## config.mk

```make
export PLATFORM = sky130hd
export DESIGN_NAME = alu_cmd_issuer_flat
export DESIGN_NICKNAME = d
export VERILOG_FILES = /design/src/rtl/alu_cmd_issuer_if.sv /design/src/rtl/alu_cmd_issuer.sv /design/src/flat_wrapper.sv
export SDC_FILE = /design/constraint.sdc
export NUM_CORES = 1
export LEC_CHECK = 0
export BUFFER_PORTS_ARGS = -buffer_cell sky130_fd_sc_hd__buf_2
export CAP_MARGIN = 15
export CORE_MARGIN = 3
export CORE_UTILIZATION = 40
export CTS_BUF_LIST = sky130_fd_sc_hd__clkbuf_4 sky130_fd_sc_hd__clkbuf_8
export DETAILED_ROUTE_END_ITERATION = 6
export PLACE_DENSITY = 0.69
export SETUP_SLACK_MARGIN = 0.3
export SLEW_MARGIN = 10
export SYNTH_ARGS = -nofsm -noshare
export SYNTH_HDL_FRONTEND = slang
export SYNTH_SLANG_ARGS = --single-unit
```

## constraint.sdc

```tcl
create_clock -name clk -period 1.41 [get_ports clk]
set_input_delay 0.282 -clock clk [delete_from_list [all_inputs] [get_ports clk]]
set_output_delay 0.282 -clock clk [all_outputs]
set_load 0.05 [all_outputs]
```

## src/rtl/alu_cmd_issuer_if.sv

```systemverilog
// alu_cmd_issuer_if: bundles the command, ALU-drive and response channels of
// the ALU command issuer.
//   cmd_*  : command channel (valid/ready) from the control sequencer
//   alu_*  : operands/select to, and result/carry from, the combinational ALU
//   rsp_*  : response channel (valid/ready) back to the consumer
//   rsp_zero exists only when ALU_ISSUER_ZERO_FLAG_EN is defined.
// Modports: slave = issuer view, master = sequencer/ALU/consumer view.
interface alu_cmd_issuer_if #(
    parameter int unsigned WIDTH = 4,
    parameter int unsigned REP_W = 2
) ();
    logic             cmd_valid;
    logic             cmd_ready;
    logic [2:0]       cmd_op;
    logic [WIDTH-1:0] cmd_data;
    logic             cmd_load;
    logic [REP_W-1:0] cmd_rep;

    logic [WIDTH-1:0] alu_a;
    logic [WIDTH-1:0] alu_b;
    logic [2:0]       alu_sel;
    logic [WIDTH-1:0] alu_result;
    logic             alu_carry;

    logic             rsp_valid;
    logic             rsp_ready;
    logic [WIDTH-1:0] rsp_result;
    logic             rsp_carry;
`ifdef ALU_ISSUER_ZERO_FLAG_EN
    logic             rsp_zero;
`endif

    modport slave (
        input  cmd_valid, cmd_op, cmd_data, cmd_load, cmd_rep,
        output cmd_ready,
        output alu_a, alu_b, alu_sel,
        input  alu_result, alu_carry,
        output rsp_valid, rsp_result, rsp_carry,
`ifdef ALU_ISSUER_ZERO_FLAG_EN
        output rsp_zero,
`endif
        input  rsp_ready
    );

    modport master (
        output cmd_valid, cmd_op, cmd_data, cmd_load, cmd_rep,
        input  cmd_ready,
        input  alu_a, alu_b, alu_sel,
        output alu_result, alu_carry,
        input  rsp_valid, rsp_result, rsp_carry,
`ifdef ALU_ISSUER_ZERO_FLAG_EN
        input  rsp_zero,
`endif
        output rsp_ready
    );
endinterface

```

## src/rtl/alu_cmd_issuer.sv

```systemverilog
// alu_cmd_issuer: accepts ALU opcode commands, iterates the ALU 1..2^REP_W
// times with the result chained back into A (B held constant), and returns
// the final accumulator plus a sticky carry on the response channel.
// Ports:
//   clk  - rising-edge clock
//   rst  - synchronous active-high reset
//   bus  - alu_cmd_issuer_if.slave (cmd_*, alu_*, rsp_* channels)
// Optional feature: define ALU_ISSUER_ZERO_FLAG_EN to add rsp_zero
// (1 when the final accumulator is zero), registered alongside rsp_result.
module alu_cmd_issuer #(
    parameter int unsigned WIDTH = 4,
    parameter int unsigned REP_W = 2
) (
    input  logic            clk,
    input  logic            rst,
    alu_cmd_issuer_if.slave bus
);
    localparam int unsigned SEL_W = 3;

    typedef enum logic [1:0] {
        IDLE = 2'd0,
        EXEC = 2'd1,
        RESP = 2'd2
    } state_e;

    state_e             state_q,        state_d;
    logic               primed_q,       primed_d;
    logic [WIDTH-1:0]   acc_q,          acc_d;
    logic [WIDTH-1:0]   a_reg_q,        a_reg_d;
    logic [WIDTH-1:0]   b_reg_q,        b_reg_d;
    logic [SEL_W-1:0]   op_reg_q,       op_reg_d;
    logic [REP_W-1:0]   rep_cnt_q,      rep_cnt_d;
    logic               carry_sticky_q, carry_sticky_d;
    logic [WIDTH-1:0]   alu_a_q,        alu_a_d;
    logic [WIDTH-1:0]   alu_b_q,        alu_b_d;
    logic [SEL_W-1:0]   alu_sel_q,      alu_sel_d;
    logic               cmd_ready_q,    cmd_ready_d;
    logic               rsp_valid_q,    rsp_valid_d;
    logic [WIDTH-1:0]   rsp_result_q,   rsp_result_d;
    logic               rsp_carry_q,    rsp_carry_d;
`ifdef ALU_ISSUER_ZERO_FLAG_EN
    logic               rsp_zero_q,     rsp_zero_d;
`endif

    // Next-state and datapath. The first EXEC cycle loads the ALU drive
    // registers; every following EXEC cycle is one ALU iteration.
    always_comb begin
        state_d        = state_q;
        primed_d       = primed_q;
        acc_d          = acc_q;
        a_reg_d        = a_reg_q;
        b_reg_d        = b_reg_q;
        op_reg_d       = op_reg_q;
        rep_cnt_d      = rep_cnt_q;
        carry_sticky_d = carry_sticky_q;
        alu_a_d        = alu_a_q;
        alu_b_d        = alu_b_q;
        alu_sel_d      = alu_sel_q;
        rsp_result_d   = rsp_result_q;
        rsp_carry_d    = rsp_carry_q;
`ifdef ALU_ISSUER_ZERO_FLAG_EN
        rsp_zero_d     = rsp_zero_q;
`endif

        unique case (state_q)
            IDLE: begin
                if (bus.cmd_valid && cmd_ready_q) begin
                    op_reg_d       = bus.cmd_op;
                    b_reg_d        = bus.cmd_data;
                    rep_cnt_d      = bus.cmd_rep;
                    a_reg_d        = bus.cmd_load ? bus.cmd_data : acc_q;
                    carry_sticky_d = 1'b0;
                    primed_d       = 1'b0;
                    state_d        = EXEC;
                end
            end
            EXEC: begin
                if (!primed_q) begin
                    alu_a_d   = a_reg_q;
                    alu_b_d   = b_reg_q;
                    alu_sel_d = op_reg_q;
                    primed_d  = 1'b1;
                end else begin
                    acc_d          = bus.alu_result;
                    a_reg_d        = bus.alu_result;
                    carry_sticky_d = carry_sticky_q | bus.alu_carry;
                    if (rep_cnt_q == '0) begin
                        // Last iteration: ALU drive holds, response is captured.
                        state_d      = RESP;
                        rsp_result_d = bus.alu_result;
                        rsp_carry_d  = carry_sticky_q | bus.alu_carry;
`ifdef ALU_ISSUER_ZERO_FLAG_EN
                        rsp_zero_d   = (bus.alu_result == '0);
`endif
                    end else begin
                        rep_cnt_d = rep_cnt_q - REP_W'(1);
                        alu_a_d   = bus.alu_result;
                    end
                end
            end
            RESP: begin
                if (bus.rsp_ready) begin
                    state_d = IDLE;
                end
            end
            default: begin
                state_d = IDLE;
            end
        endcase

        cmd_ready_d = (state_d == IDLE);
        rsp_valid_d = (state_d == RESP);
    end

    // State and output registers.
    always_ff @(posedge clk) begin
        if (rst) begin
            state_q        <= IDLE;
            primed_q       <= 1'b0;
            acc_q          <= '0;
            a_reg_q        <= '0;
            b_reg_q        <= '0;
            op_reg_q       <= '0;
            rep_cnt_q      <= '0;
            carry_sticky_q <= 1'b0;
            alu_a_q        <= '0;
            alu_b_q        <= '0;
            alu_sel_q      <= '0;
            cmd_ready_q    <= 1'b1;
            rsp_valid_q    <= 1'b0;
            rsp_result_q   <= '0;
            rsp_carry_q    <= 1'b0;
`ifdef ALU_ISSUER_ZERO_FLAG_EN
            rsp_zero_q     <= 1'b0;
`endif
        end else begin
            state_q        <= state_d;
            primed_q       <= primed_d;
            acc_q          <= acc_d;
            a_reg_q        <= a_reg_d;
            b_reg_q        <= b_reg_d;
            op_reg_q       <= op_reg_d;
            rep_cnt_q      <= rep_cnt_d;
            carry_sticky_q <= carry_sticky_d;
            alu_a_q        <= alu_a_d;
            alu_b_q        <= alu_b_d;
            alu_sel_q      <= alu_sel_d;
            cmd_ready_q    <= cmd_ready_d;
            rsp_valid_q    <= rsp_valid_d;
            rsp_result_q   <= rsp_result_d;
            rsp_carry_q    <= rsp_carry_d;
`ifdef ALU_ISSUER_ZERO_FLAG_EN
            rsp_zero_q     <= rsp_zero_d;
`endif
        end
    end

    assign bus.cmd_ready  = cmd_ready_q;
    assign bus.alu_a      = alu_a_q;
    assign bus.alu_b      = alu_b_q;
    assign bus.alu_sel    = alu_sel_q;
    assign bus.rsp_valid  = rsp_valid_q;
    assign bus.rsp_result = rsp_result_q;
    assign bus.rsp_carry  = rsp_carry_q;
`ifdef ALU_ISSUER_ZERO_FLAG_EN
    assign bus.rsp_zero   = rsp_zero_q;
`endif

endmodule
```

## src/flat_wrapper.sv

```systemverilog
// flat-port wrapper written by rule: the top's interface ports become plain ports
module alu_cmd_issuer_flat 
#(
    parameter int unsigned WIDTH = 4,
    parameter int unsigned REP_W = 2
)
  (clk, rst, bus_cmd_valid, bus_cmd_op, bus_cmd_data, bus_cmd_load, bus_cmd_rep, bus_cmd_ready, bus_alu_a, bus_alu_b, bus_alu_sel, bus_alu_result, bus_alu_carry, bus_rsp_valid, bus_rsp_result, bus_rsp_carry, bus_rsp_ready);
  alu_cmd_issuer_if #(.WIDTH(WIDTH), .REP_W(REP_W)) bus_i ();
  input  logic clk;
  input  logic rst;
  input wire logic [$bits(bus_i.cmd_valid)-1:0] bus_cmd_valid;
  input wire logic [$bits(bus_i.cmd_op)-1:0] bus_cmd_op;
  input wire logic [$bits(bus_i.cmd_data)-1:0] bus_cmd_data;
  input wire logic [$bits(bus_i.cmd_load)-1:0] bus_cmd_load;
  input wire logic [$bits(bus_i.cmd_rep)-1:0] bus_cmd_rep;
  output wire logic [$bits(bus_i.cmd_ready)-1:0] bus_cmd_ready;
  output wire logic [$bits(bus_i.alu_a)-1:0] bus_alu_a;
  output wire logic [$bits(bus_i.alu_b)-1:0] bus_alu_b;
  output wire logic [$bits(bus_i.alu_sel)-1:0] bus_alu_sel;
  input wire logic [$bits(bus_i.alu_result)-1:0] bus_alu_result;
  input wire logic [$bits(bus_i.alu_carry)-1:0] bus_alu_carry;
  output wire logic [$bits(bus_i.rsp_valid)-1:0] bus_rsp_valid;
  output wire logic [$bits(bus_i.rsp_result)-1:0] bus_rsp_result;
  output wire logic [$bits(bus_i.rsp_carry)-1:0] bus_rsp_carry;
  input wire logic [$bits(bus_i.rsp_ready)-1:0] bus_rsp_ready;
  assign bus_i.cmd_valid = bus_cmd_valid;
  assign bus_i.cmd_op = bus_cmd_op;
  assign bus_i.cmd_data = bus_cmd_data;
  assign bus_i.cmd_load = bus_cmd_load;
  assign bus_i.cmd_rep = bus_cmd_rep;
  assign bus_cmd_ready = bus_i.cmd_ready;
  assign bus_alu_a = bus_i.alu_a;
  assign bus_alu_b = bus_i.alu_b;
  assign bus_alu_sel = bus_i.alu_sel;
  assign bus_i.alu_result = bus_alu_result;
  assign bus_i.alu_carry = bus_alu_carry;
  assign bus_rsp_valid = bus_i.rsp_valid;
  assign bus_rsp_result = bus_i.rsp_result;
  assign bus_rsp_carry = bus_i.rsp_carry;
  assign bus_i.rsp_ready = bus_rsp_ready;
  alu_cmd_issuer #(.WIDTH(WIDTH), .REP_W(REP_W)) u_core (.clk(clk), .rst(rst), .bus(bus_i));
endmodule
```

# Word-level counts from Yosys, hierarchy flattened
# Index checks and enable logic that the tools add are counted.
dict set report op_classes {
  addsub 1
  n_mul 0
  div 0
  order_cmp 0
  eq_ne 7
  shift 0
  muxes 19
  bitwise 2
  reduce_logical 13
}
# cell count
set ops {}
lappend ops {{4-bit two-way mux} 5}
lappend ops {{2-bit two-way mux} 7}
lappend ops {{2-bit AND reduction} 5}
lappend ops {{4-bit case mux with 2 select lines} 1}
lappend ops {{2-bit zero test} 3}
lappend ops {{2-bit case mux with 3 select lines} 1}
lappend ops {{3-bit AND reduction} 2}
lappend ops {{2-bit equality test, second input constant} 2}
lappend ops {{2-bit by 1-bit inequality test with 1-bit output, second input constant} 2}
lappend ops {{2-bit inequality test, second input constant} 2}
lappend ops {{1-bit case mux with 2 select lines} 2}
lappend ops {{2-bit case mux with 2 select lines} 1}
lappend ops {{4-bit AND reduction} 1}
lappend ops {{2-bit by 1-bit equality test with 1-bit output, second input constant} 1}
lappend ops {{1-bit two-way mux} 2}
lappend ops {{2-bit nonzero test} 1}
lappend ops {{2-bit by 1-bit subtractor with 2-bit output, second input constant} 1}
lappend ops {{1-bit logical AND} 1}
lappend ops {{1-bit NOT} 1}
lappend ops {{1-bit bitwise OR} 1}
dict set report totals {
  register_bits 39
  latch_bits 0
  ramBits 0
  mem_bits_ro 0
  input_bits 19
  out_inout_bits 18
  elab_cells 57
  n_memories 0
}

# Depth between registers and ports, before layout
dict set report depth {
  ltp_word 5
  depth_mapped 5
  ltp_nobuf 5
}

# Worst setup path before layout
# Ideal clock, no wire load.
dict set report synth_path {
  path_kind {register to register}
  from {reg u_core.cmd_ready_q (netlist: u_core.bus.cmd_ready)}
  to {reg u_core.rep_cnt_q[0]}
  setup_ns 0.086
  t_arrival_ns 1.412
  path_slack_ns -0.088
  stages_incl_launch_ff 5
  synth_period_minus_slack_ns 1.498
  cell_sequence {dfxtp_1 -> and4bb_1 -> buf_6 -> o22ai_2 -> a221oi_2}
}
dict set report synth_via {
  elab_chain_len 3
}
# item line
set synth_lines {}
lappend synth_lines {{start: declaration} alu_cmd_issuer.sv:37} ;# logic cmd_ready_q, cmd_ready_d;
lappend synth_lines {{start signal: assignment} alu_cmd_issuer.sv:148} ;# cmd_ready_q <= cmd_ready_d;
lappend synth_lines {{1-bit logical AND} alu_cmd_issuer.sv:67} ;# if (bus.cmd_valid && cmd_ready_q) begin
lappend synth_lines {{2-bit by 1-bit inequality test with 1-bit output (no line)} -}
lappend synth_lines {{4-bit AND reduction (no line)} -}
lappend synth_lines {{end signal: assignment} alu_cmd_issuer.sv:143} ;# rep_cnt_q <= rep_cnt_d;
lappend synth_lines {{end: declaration} alu_cmd_issuer.sv:32} ;# logic [REP_W-1:0] rep_cnt_q, rep_cnt_d;
# Every way passes these cells.
# A chain may end at the register's enable or synchronous reset.

# Worst setup path in the final report
dict set report layout_path {
  from {reg u_core.rep_cnt_q[1]}
  to {reg u_core.rep_cnt_q[0]}
}
dict set report layout_via {
  elab_chain_len 3
}
# item line
set layout_lines {}
lappend layout_lines {{2-bit zero test} alu_cmd_issuer.sv:87} ;# if (rep_cnt_q == '0) begin
lappend layout_lines {{2-bit inequality test (no line)} -}
lappend layout_lines {{4-bit AND reduction (no line)} -}
# Every way passes these cells.

==> run metrics <==
yosys warns 0; leakage power 1.03 nW; Crit path arrival time 1.50 ns; worst hold path class in -> reg; Layout Nets 258; TritonCTS clock tree built; register area 818 sq um; TritonRoute pass-1 iters 4; Clock Skews 0.00726 ns; first-pass GRT wire length 6980 microns; RR Startpoint u_core.rep_cnt_q[1]; drt drc 0; Detailed Route WL 4130 microns; critical path class reg -> reg; worst-margin pin slew 0.447 ns; WP data required 1.61 ns; synth unique cells 34; Post-synth top flop dfxtp_1; H-tree Lvls 2; I/O pin total 37; DR vias 1,534; Final GP Congestion 0.810; gr usage total 17.2%; Post-synth EDFFs 0; max-cap viol count 0; Slew headroom 70.2%; Mapped Nets 205; DR iter-0 viols 63; asr flop ratio synth 0%; Setup crit start kind flop; clock buffer count from CTS 5; Final Setup Violations 0; Post-Syn Area 0.00169 sq mm; Worst VDD drop 0.000643 V; Fin. Hold Viols 0; Fmax 0.769 GHz; Mapped Cells 185; Die Y 71.0 microns; Skew-Pair Late Insertion Delay 0.30 ns; FF-to-FF path depth 5; die area 0.00504 sq mm; Hold Path Stages 3; Routed Antenna Nets 0; #FFs+latches synth 39; number of global-route vias before repair 1,526; WL/cell 14.4 microns; Worst Hold End u_core.op_reg_q[0]; filler cell count 329; outcome complete, no violations; CTS sink cnt 39; initial antenna violation count 0; Die Wd 71.0 microns; global route overflow 0; post-cts hold buffer count 0; dpl hpwl 2800 microns; area delta synth->final 42.3%; Multi-input gate area 887 sq um; # rows 22; core area 0.00385 sq mm; PortBufs 36; DR vias/cell 5.34; Worst Path Max Fanout 3; Seq/Total Area, Yosys 46.3%; syn_area_per_cell 9.12 sq um; Clock Path Buffers 2; Reg2Reg Setup Slack 0.11 ns; Final Cycle Share 92.2%; Tmin final 1.30 ns; share of cells above drive strength 1 45.6%; power per cell area 1210 mW/mm^2; fin. max-slew vios 0; ANT cells 0; Crit. End Element flop; final core utilization 62.3%; clk root buf clkbuf_8; Worst Min Path Start bus_cmd_op[0]; RSZ-0062 raised after global routing yes; Worst-path clk slew 0.08 ns; largest net degree at the start of global routing 25; Worst R2R End u_core.rep_cnt_q[0]; Starting Density 43.8%; setup TNS 0 ns
-- registers in the layout, indices dropped and copies added, names as in the netlist, 3 cells and up --
| register | cells |
|---|---|
| u_core.a_reg_q | 4 |
| u_core.acc_q | 4 |
| u_core.b_reg_q | 4 |
| u_core.bus.alu_a | 4 |
| u_core.bus.alu_b | 4 |
| u_core.bus.rsp_result | 4 |
| u_core.bus.alu_sel | 3 |
| u_core.op_reg_q | 3 |
-- cell families (layout without fill, tap and decap cells) --
group | after synthesis | in the layout | share of synthesized area, %
simple gates | 66 | 66 | 23.1
buf+inv | 17 | 71 | 5.63
mux | 8 | 8 | 4.74
compound gates | 54 | 54 | 19.6
fa+ha+maj | 1 | 1 | 0.741
flops | 39 | 39 | 46.3
-- worst max path at each step --
stage | startpoint | endpoint | slack (ns)
final | u_core.rep_cnt_q[1] | u_core.rep_cnt_q[0] | 0.11
after global routing | u_core.rep_cnt_q[1] | u_core.rep_cnt_q[0] | 0.07
after CTS | u_core.rep_cnt_q[0] | u_core.rep_cnt_q[0] | 0.1
after detailed placement | u_core.state_q[0] | u_core.rep_cnt_q[0] | 0.05
after global placement | u_core.state_q[0] | u_core.rep_cnt_q[0] | 0.10
after floorplan | u_core.state_q[1] | u_core.rep_cnt_q[0] | 0.19
-- timing repair --
action                                  in CTS  in global routing
buffers inserted                             5                  4
endpoints found under the setup margin      55                 53
gates resized for setup                     59                 23
pin swaps                                    5                  3
-- placed cells by master (no fill, tap or decap), types with 6 or more instances in the layout --
cell,count
mux2i_1,8
nand2_1,26
dfxtp_2,18
buf_2,18
buf_4,18
nor2_1,9
a21oi_1,26
dfxtp_1,17
o21ai_1,6
buf_6,18
a211oi_1,8
-- synth_stat cells, drive strengths merged, types with 4 or more instances --
master	instances	area share, %
dfxtp	39	46
a21oi	29	8.6
nand2	27	6.0
nor2	9	2.0
a211oi	8	3.6
buf	8	3.6
mux2i	8	4.7
o21ai	7	2.1
nor2b	6	2.2
clkbuf	5	1.1
nand3	5	1.5
nand4b	5	3.0
nor3	5	1.5
inv	4	0.89
o31ai	4	1.8
-- layer usage --
metal  share of wire [%]  track usage [%]  up-vias
li1                    -                -      761
met1                  47             22.1      728
met2                  46             26.4       38
met3                 5.1             6.39        7
met4                 1.5             6.47        0
met5                   0                0        -
-- metrics by stage --
step	std cells	hold WS [ns]	setup WS [ns]	cell area (sq um)	total power, mW
floorplan	185	0.418	0.193	1720	1.67
global placement	270	0.441	0.100	1970	1.82
detailed placement	270	0.444	0.0505	1970	1.83
CTS	283	0.210	0.0997	2320	2.87
global route	287	0.230	0.0688	2400	3.04
finish	287	0.218	0.110	2400	2.90
-- report_power, final --
part           internal [mW]  total (mW)  switching, mW
Combinational          0.332       0.726          0.394
Sequential              1.18        1.24         0.0582
Clock                  0.527       0.933          0.406
Total                   2.04        2.90          0.859
-- layout make-up --
type | instances | area share (%)
flip-flops and latches | 39 | 34.1
clock buffers | 5 | 2.87
multi-input cells | 129 | 36.9
well taps | 48 | 2.50
repair buffers | 59 | 21.2
inverters | 4 | 0.625
clock inverters | 3 | 1.82
-- critical path, stage by stage (launching register included) --
cell and delay (ns):
dfxtp_2 0.33, inv_2 0.06, ha_4 0.15, and4bb_4 0.20, or2_4 0.23, a221oi_2 0.24
Power figures use the tool's default switching activity.
